**src/rtl/additive_voice_engine.sv**
```systemverilog
// additive_voice_engine: sums scaled sine harmonics per sample period and ships the result to an SPI DAC
module additive_voice_engine #(
  parameter int          NUM_HARMONICS   = 20,
  parameter int          NUM_CHANNELS    = 1,
  parameter int          DIV_BIT         = 7,
  parameter int          SAMPLE_INTERVAL = 1500,
  parameter logic [31:0] OUTPUT_OFFSET   = 32'h31000,
  parameter int          OUTPUT_SHIFT    = 3
) (
  input  logic        i_clock,
  input  logic        i_reset,
  input  logic [7:0]  i_harmonic_count,
  input  logic [5:0]  i_scale,
  input  logic        i_sample_ready,
  input  logic [15:0] i_sample_value,
  input  logic        i_dac_busy,
  output logic [7:0]  o_harmonic,
  output logic        o_next_sample,
  output logic [23:0] o_dac_data,
  output logic        o_dac_send,
  output logic        o_overrun
);
  localparam int TW = $clog2(SAMPLE_INTERVAL);
  localparam int PW = 17 + DIV_BIT;
  typedef enum logic [2:0] {INIT, REQUEST, WAIT_SAMPLE, ACCUMULATE, FINALISE, WAIT_SLOT, SEND_A, SEND_B} state_t;
  function automatic logic [15:0] f_scale(input logic signed [31:0] acc);
    logic signed [31:0] v;
    v = (acc + $signed(OUTPUT_OFFSET)) >>> OUTPUT_SHIFT;
    return v < 0 ? 16'd0 : v > 32'sd65535 ? 16'hffff : v[15:0];
  endfunction
  localparam logic [15:0] HOLD_RESET = f_scale(32'sd0);
  state_t                    r_state, w_next_state;
  logic [TW-1:0]             r_timer;
  logic [7:0]                r_harm, r_count;
  logic [5:0]                r_scale;
  logic [DIV_BIT-1:0]        r_mult, w_mult_next;
  logic signed [15:0]        r_sample;
  logic signed [31:0]        r_acc_a, r_acc_b, w_term;
  logic signed [PW-1:0]      w_prod;
  logic [15:0]               r_out_a, r_out_b;
  logic                      r_armed, r_next_sample, r_dac_send, r_overrun;
  logic [23:0]               r_dac_data;
  logic [7:0]                w_n;
  logic                      w_slot, w_overrun, w_last, w_to_b;
  logic                      w_init, w_consume, w_acc, w_fin, w_send_a, w_send_b;
  assign w_slot      = r_timer == TW'(SAMPLE_INTERVAL - 1);
  assign w_overrun   = w_slot && (r_state inside {INIT, REQUEST, WAIT_SAMPLE, ACCUMULATE, FINALISE});
  assign w_n         = i_harmonic_count > 8'(NUM_HARMONICS) ? 8'(NUM_HARMONICS) : i_harmonic_count;
  assign w_last      = r_harm + 8'd1 == r_count;
  assign w_to_b      = NUM_CHANNELS == 2 && r_harm[0];
  assign w_prod      = PW'(r_sample) * PW'($signed({1'b0, r_mult}));
  assign w_term      = 32'(w_prod >>> DIV_BIT);
  assign w_mult_next = 32'(r_mult) > 32'(r_scale) ? r_mult - DIV_BIT'(r_scale) : '0;
  assign o_harmonic    = r_harm;
  assign o_next_sample = r_next_sample;
  assign o_dac_data    = r_dac_data;
  assign o_dac_send    = r_dac_send;
  assign o_overrun     = r_overrun;
  // state register
  always_ff @(posedge i_clock) begin
    if (i_reset) r_state <= INIT;
    else r_state <= w_next_state;
  end
  // next state; a slot during calculation preempts it and resends the held words
  always_comb begin
    w_next_state = r_state;
    if (w_overrun) w_next_state = SEND_A;
    else case (r_state)
      INIT:        w_next_state = w_n == 8'd0 ? FINALISE : REQUEST;
      REQUEST:     w_next_state = WAIT_SAMPLE;
      WAIT_SAMPLE: w_next_state = i_sample_ready ? ACCUMULATE : WAIT_SAMPLE;
      ACCUMULATE:  w_next_state = w_last ? FINALISE : REQUEST;
      FINALISE:    w_next_state = WAIT_SLOT;
      WAIT_SLOT:   w_next_state = w_slot ? SEND_A : WAIT_SLOT;
      SEND_A:      w_next_state = i_dac_busy ? SEND_A : NUM_CHANNELS == 2 ? SEND_B : INIT;
      SEND_B:      w_next_state = r_armed && !i_dac_busy ? INIT : SEND_B;
      default:     w_next_state = INIT;
    endcase
  end
  // per-state actions; calculation steps are suppressed when the slot preempts them
  always_comb begin
    w_init    = r_state == INIT && !w_overrun;
    w_consume = r_state == WAIT_SAMPLE && i_sample_ready && !w_overrun;
    w_acc     = r_state == ACCUMULATE && !w_overrun;
    w_fin     = r_state == FINALISE && !w_overrun;
    w_send_a  = r_state == SEND_A && !i_dac_busy;
    w_send_b  = r_state == SEND_B && r_armed && !i_dac_busy;
  end
  // timer, accumulators, held outputs and DAC handshake; SEND_B skips its first cycle so busy from A is seen
  always_ff @(posedge i_clock) begin
    if (i_reset) begin
      r_timer       <= '0;
      r_harm        <= '0;
      r_count       <= '0;
      r_scale       <= '0;
      r_mult        <= '1;
      r_sample      <= '0;
      r_acc_a       <= '0;
      r_acc_b       <= '0;
      r_out_a       <= HOLD_RESET;
      r_out_b       <= HOLD_RESET;
      r_armed       <= 1'b0;
      r_next_sample <= 1'b0;
      r_dac_send    <= 1'b0;
      r_dac_data    <= '0;
      r_overrun     <= 1'b0;
    end else begin
      r_timer       <= w_slot ? '0 : r_timer + TW'(1);
      r_next_sample <= w_consume;
      r_dac_send    <= w_send_a || w_send_b;
      r_armed       <= r_state == SEND_B;
      if (w_overrun) r_overrun <= 1'b1;
      if (w_init) begin
        r_acc_a <= '0;
        r_acc_b <= '0;
        r_harm  <= '0;
        r_mult  <= '1;
        r_count <= w_n;
        r_scale <= i_scale;
      end
      if (w_consume) r_sample <= i_sample_value;
      if (w_acc) begin
        if (w_to_b) r_acc_b <= r_acc_b + w_term;
        else r_acc_a <= r_acc_a + w_term;
        r_mult <= w_mult_next;
        r_harm <= r_harm + 8'd1;
      end
      if (w_fin) begin
        r_out_a <= f_scale(r_acc_a);
        r_out_b <= f_scale(r_acc_b);
      end
      if (w_send_a) r_dac_data <= {8'b00110001, r_out_a};
      if (w_send_b) r_dac_data <= {8'b00110010, r_out_b};
    end
  end
endmodule

```
**config.mk**
```make
export PLATFORM = sky130hd
export DESIGN_NAME = additive_voice_engine
export DESIGN_NICKNAME = d
export VERILOG_FILES = /design/src/rtl/additive_voice_engine.sv
export SDC_FILE = /design/constraint.sdc
export NUM_CORES = 1
export LEC_CHECK = 0
export ABC_AREA = 1
export CAP_MARGIN = 20
export CORE_UTILIZATION = 56
export DETAILED_ROUTE_END_ITERATION = 16
export GPL_TIMING_DRIVEN = 1
export PLACE_DENSITY_LB_ADDON = 0.2
export REMOVE_ABC_BUFFERS = 1
export SYNTH_ARGS = -nofsm -noshare
export SYNTH_HDL_FRONTEND = slang
export SYNTH_SLANG_ARGS = --single-unit
export TNS_END_PERCENT = 1
```
**constraint.sdc**
```tcl
create_clock -name i_clock -period 6.1 [get_ports i_clock]
set_clock_uncertainty 0.1 [all_clocks]
set_input_delay 1.22 -clock i_clock [delete_from_list [all_inputs] [get_ports i_clock]]
set_output_delay 1.22 -clock i_clock [all_outputs]
set_load 0.01 [all_outputs]
```
# After elaboration in Yosys (flattened, before gate mapping)
# Cells that the tools add are included.
[op_classes]
addsub = 5
reduce_logical = 21
n_eq_ne = 9
n_lt_le_gt_ge = 4
muxes = 20
multipliers = 1
[ops]
columns = ["operator", "n"]
rows = [
  ["$mux 32", 2],
  ["$mux 22", 2],
  ["$add 32x17->32", 1],
  ["$add 32x19->32 const B", 1],
  ["$mux 16", 2],
  ["$gt 29x17->1 const B", 1],
  ["$lt 29x1->1 const B", 1],
  ["$mul 16x8->24", 1],
  ["$mux 8", 3],
  ["$pmux 3 s8", 1],
  ["$mux 7", 3],
  ["$mux 3", 5],
  ["$eq 3x3->1 const B", 4],
  ["$add 11x1->11 const B", 1],
  ["$eq 11x11->1 const B", 1],
  ["$logic_and 1x1->1", 10],
  ["$add 8x1->8 const B", 1],
  ["$eq 8x8->1", 1],
  ["$gt 8x5->1 const B", 1],
  ["$logic_not 8->1", 1],
  ["$gt 7x6->1", 1],
  ["$sub 7x6->7", 1],
  ["$eq 3x2->1 const B", 2],
  ["$reduce_or 2->1", 3],
  ["other kinds (8)", 10],
]
[word_totals]
elab_cells = 76
output_inout_bits = 35
inputBits = 34
regBits = 131

# Longest topological paths before layout
# Gate-level depths: netlist (run 1).
[depth]
word_depth = 7
ltp_mapped = 37
depth_no_buf = 35

# Worst setup path before layout (run 1)
# No wires, ideal clock.
[synth_timing]
path_kind = "reg-to-reg"
from = "register r_mult[4]"
to = "register r_acc_a[22]"
arrival_time_ns = 6.002
synth_period_minus_slack_ns = 6.234
path_buffers = 2
stages_incl_launch_ff = 28
setup_time_ns = 0.132
setup_slack_ns = -0.134
required_ns = 5.868
path_cell_list = "dfxtp_1 clkbuf_1 clkbuf_1 nand2_1 fa_1 inv_1 fa_1 fa_1 inv_1 fa_1 inv_1 ha_1 nand2_1 nor2_1 and2_1 a21oi_1 nand2_1 nand2_1 nand2_1 ha_1 a21oi_1 a21boi_0 o21bai_1 a21oi_1 nand2_1 or2_2 nand3_1 a21oi_1"
[synth_between]
elab_chain_len = 3
[synth_lines]
columns = ["element", "line", "text"]
rows = [
  ["start: declaration", "36", "logic [DIV_BIT-1:0] r_mult, w_mult_next;"],
  ["start signal: assignment", "125", "r_mult <= w_mult_next;"],
  ["$mul 16x8->24", "51", "assign w_prod = PW'(r_sample) * PW'($signed({1'b0, r_mult}));"],
  ["$add 32x17->32", "124", "else r_acc_a <= r_acc_a + w_term;"],
  ["$mux 32", "122", "if (w_acc) begin"],
  ["end signal: assignment", "124", ""],
  ["end: declaration", "38", "logic signed [31:0] r_acc_a, r_acc_b, w_term;"],
]
# Every way passes these cells.
# A chain may end at the register's enable or synchronous reset.

# Final worst setup path (run 1)
[layout_timing]
from = "register r_mult[3]"
to = "register r_acc_a[19]"
# The elaborated chain is that of the path after synthesis.

==> impl_metrics.env, run 1 <==
export IMPL_ant_nets=0
export IMPL_drt_iter0_markers=844
export IMPL_clock_latency_ns=0.43
export IMPL_arrival_ns=6.30
export IMPL_clk_path_buf_depth=2
export IMPL_r2r_slack_ns=0.06
export IMPL_post_route_min_period_ns=6.04
export IMPL_drive_gt1_frac=0.191
export IMPL_ctsHtreeMaxLevel=4
export IMPL_final_area_um2=15600
export IMPL_io_pins=69
export IMPL_n_antenna_cell=0
export IMPL_netlist_instances=1815
export IMPL_hpwl_um=24500
export IMPL_reg2reg_to="r_acc_a[19]$_SDFFE_PP0P_"
export IMPL_rsz0062_at_grt="true"
export IMPL_clkTransAtPathRegs_ns=0.07
export IMPL_worstMarginPinSlew_ns=0.898
export IMPL_slowest_stage="fa_2"
export IMPL_status="finished, final reports clean"
export IMPL_power_density_nw_per_um2=322
export IMPL_synth_warnings=0
export IMPL_grt_max_degree=56
export IMPL_slew_violations=0
export IMPL_syn_area_per_cell_um2=6.76
export IMPL_drt_total_wl_um=34000
export IMPL_timing_hold_ws_ns=0.353
export IMPL_grtUsageTotal=0.303
export IMPL_power_mw=5.04
export IMPL_finalSetupViolCount=0
export IMPL_layout_nets=2212
export IMPL_synth_seq_cells=130
export IMPL_leakage_nw=7.88
export IMPL_hold_viol_final=0
export IMPL_cts_tree="done"
export IMPL_wl_per_cell_um=14.8
export IMPL_grt_first_pass_wirelength_um=54500
export IMPL_regToRegStartpoint="r_mult[3]$_SDFFE_PP1P_"
export IMPL_root_buffer="clkbuf_16"
export IMPL_syn_area_um2=12300
export IMPL_core_um2=21200
export IMPL_overflow=0
export IMPL_worstPathRequired_ns=6.36
export IMPL_start_util=0.578
export IMPL_syn2layout_area_growth_pct=27.6
export IMPL_cp_start_kind="flip-flop"
export IMPL_critPathCaptureType="flip-flop"
export IMPL_placement_cell_area_um2=14200
export IMPL_setup_tns_ns=0
export IMPL_gp_routability_congestion=0.978
export IMPL_dieArea_um2=22500
export IMPL_ys_types=51
export IMPL_post_route_period_util=0.991
export IMPL_hold_end="r_timer[0]$_SDFF_PP0_"
export IMPL_path_class="reg2reg"
export IMPL_std_cell_rows=53
export IMPL_grt_pass1_vias=12000
export IMPL_antenna_found_initial=0
export IMPL_firstDrtPassIters=7
export IMPL_cts_sinks=130
export IMPL_drv_cap=0
export IMPL_max_freq_ghz=0.165
export IMPL_hp_class="reg2reg"
export IMPL_slowest_delay_ns=0.55
export IMPL_r2r_cells=30
export IMPL_die_h_um=150
export IMPL_ys_seq_area_frac=0.212
export IMPL_worst_path_most_repeated_cell="nand2_1"
export IMPL_port_buffers=64
export IMPL_cts_inserted_buffers=17
export IMPL_hold_start="r_timer[0]$_SDFF_PP0_"
export IMPL_num_vias=12400
export IMPL_fp_dieW_um=150
export IMPL_drc=0
export IMPL_cts_hold_fix_buffers=0
export IMPL_relSlewSlack=0.399
export IMPL_worstHoldPathCells=1
export IMPL_ir_drop_mv=0.221
export IMPL_crit_path_max_fanout=13
export IMPL_via_per_inst=5.43
==> synthesized netlist by cell type (all sizes together) <==
cell | count | area share
nand2 | 466 | 0.15
inv | 346 | 0.11
nor2 | 165 | 0.052
a21oi | 154 | 0.066
dfxtp | 130 | 0.21
o21ai | 89 | 0.037
ha | 88 | 0.090
fa | 87 | 0.14
nand3 | 68 | 0.029
clkbuf | 44 | 0.013
nand4 | 30 | 0.015
xor2 | 25 | 0.018
nor3 | 21 | 0.0086
buf | 19 | 0.011
xnor2 | 19 | 0.014
a21o | 9 | 0.0055
a31oi | 6 | 0.0031
nand3b | 6 | 0.0037
a21boi | 5 | 0.0031
o21a | 5 | 0.0031
or2 | 5 | 0.0026
o21bai | 4 | 0.0024
o221a | 4 | 0.0037
nor3b | 3 | 0.0018
nor4 | 3 | 0.0015
o22ai | 2 | 0.0015
o31ai | 2 | 0.0012
a211oi | 1 | 0.00061
a22oi | 1 | 0.00061
a31o | 1 | 0.00071
and2 | 1 | 0.00051
and3 | 1 | 0.00051
conb | 1 | 0.00031
nor4b | 1 | 0.0019
o211ai | 1 | 0.00061
o221ai | 1 | 0.00071
o311ai | 1 | 0.00071
==> metrics by stage <==
step | util | instances | worst slack [ns]
floorplan | - | 1755 | 0.0832
global placement | 0.666 | 2244 | -0.150
detailed placement | 0.667 | 2245 | -0.211
CTS | 0.699 | 2277 | -0.0347
global route | 0.737 | 2290 | -0.211
finish | 0.737 | 2290 | 0.0568
==> report_power, final <==
part           leakage (nW)  internal (mW)  switching (mW)  total (mW)
logic                  6.54           1.35            1.66        3.01
clock network         0.294          0.660           0.437        1.10
registers              1.05          0.887          0.0525       0.940
total                  7.88           2.90            2.15        5.04
==> critical path: cells and delay by family, from the launching register on <==
kind / cells / cell delay, ns
buffers and inverters: 6 / 0.57
AOI/OAI and AO/OA: 5 / 0.79
xor gates and xnor gates: 1 / 0.08
and+or+nand+nor: 12 / 1.34
DFF: 1 / 0.36
adders and majority gates: 6 / 2.72
==> layout by cell type (no fill, tap or decap), types with 9 or more instances in the layout <==
cell type / Yosys / layout
inv_1: 341 / 332
nor2_2: 5 / 14
clkbuf_16: 0 / 17
nand3_1: 66 / 60
fa_1: 87 / 80
ha_1: 88 / 69
nor2_1: 159 / 144
a21oi_1: 143 / 114
nand2_2: 12 / 34
xor2_1: 25 / 23
nand4_1: 30 / 30
ha_4: 0 / 18
nand2_1: 451 / 424
xnor2_1: 19 / 18
buf_4: 8 / 151
a21o_1: 9 / 9
o21ai_0: 86 / 71
nor3_1: 21 / 19
o21ai_2: 1 / 10
dfxtp_1: 130 / 127
a21oi_2: 11 / 34
clkdlybuf4s50_1: 0 / 63
inv_2: 5 / 14
==> what timing repair did <==
item | 4_1_cts | 5_1_grt
gates cloned | 0 | 1
setup buffers | 1 | 11
resized for setup | 20 | 171
endpoints found under the setup margin | 18 | 22
pin swaps | 1 | 68
==> sequential cells by signal, indices dropped and copies added (netlist names) <==
name           count
r_acc_a           32
o_dac_data        19
r_out_a           16
r_sample          16
r_timer           11
o_harmonic         8
r_count            8
r_mult             7
r_scale            6
r_state            3
o_dac_send         1
o_next_sample      1
o_overrun          1
r_armed            1
==> worst max-delay path by stage <==
stage	startpoint	end	slack [ns]	depth (start not counted)
global placement	r_mult[4]$_SDFFE_PP1P_	r_acc_a[27]$_SDFFE_PP0P_	-0.15	29
floorplan	r_mult[2]$_SDFFE_PP1P_	r_acc_a[22]$_SDFFE_PP0P_	0.08	25
finish	r_mult[3]$_SDFFE_PP1P_	r_acc_a[19]$_SDFFE_PP0P_	0.06	30
detailed placement	r_mult[4]$_SDFFE_PP1P_	r_acc_a[22]$_SDFFE_PP0P_	-0.21	29
CTS	r_mult[4]$_SDFFE_PP1P_	r_acc_a[27]$_SDFFE_PP0P_	-0.03	36
global route	r_mult[3]$_SDFFE_PP1P_	r_acc_a[19]$_SDFFE_PP0P_	-0.21	30
==> metal layers <==
metal	share of wire	vias to the layer above	global-route usage	wire [um]
met5	0	-	0	0
met4	0.032	0	0.120	1080
met3	0.069	109	0.0552	2360
met2	0.49	483	0.525	16500
met1	0.41	5800	0.369	14000
li1	-	6050	-	-
==> cell type report <==
| type | count | area [um^2] |
|---|---|---|
| repair buffers | 229 | 1960 |
| clock buffers | 18 | 439 |
| clock inverters | 13 | 175 |
| multi-input cells | 1279 | 8810 |
| fillers | 1640 | 5580 |
| inverters | 346 | 1300 |
| flip-flops and latches | 130 | 2610 |
| well taps | 275 | 344 |
==> cells by family (layout without fill, tap and decap cells) <==
| group | Yosys count | after routing | share of synthesized area |
|---|---|---|---|
| flip-flops | 130 | 130 | 0.212 |
| adder cells (fa/ha/maj) | 175 | 175 | 0.232 |
| buffers and inverters | 409 | 606 | 0.130 |
| other | 1 | 4 | 0.000306 |
| XOR/XNOR | 44 | 44 | 0.0314 |
| AO/OA/AOI/OAI | 286 | 286 | 0.130 |
| AND/OR/NAND/NOR | 770 | 770 | 0.264 |
Note: power is estimated with default switching activity, not from simulation.
==> run 2, diff against run 1 <==
Settings changed: CTS_CLUSTER_DIAMETER from default to 100.
==> results of run 2 <==
The final DEF is identical to that of run 1; final timing and power are the same.
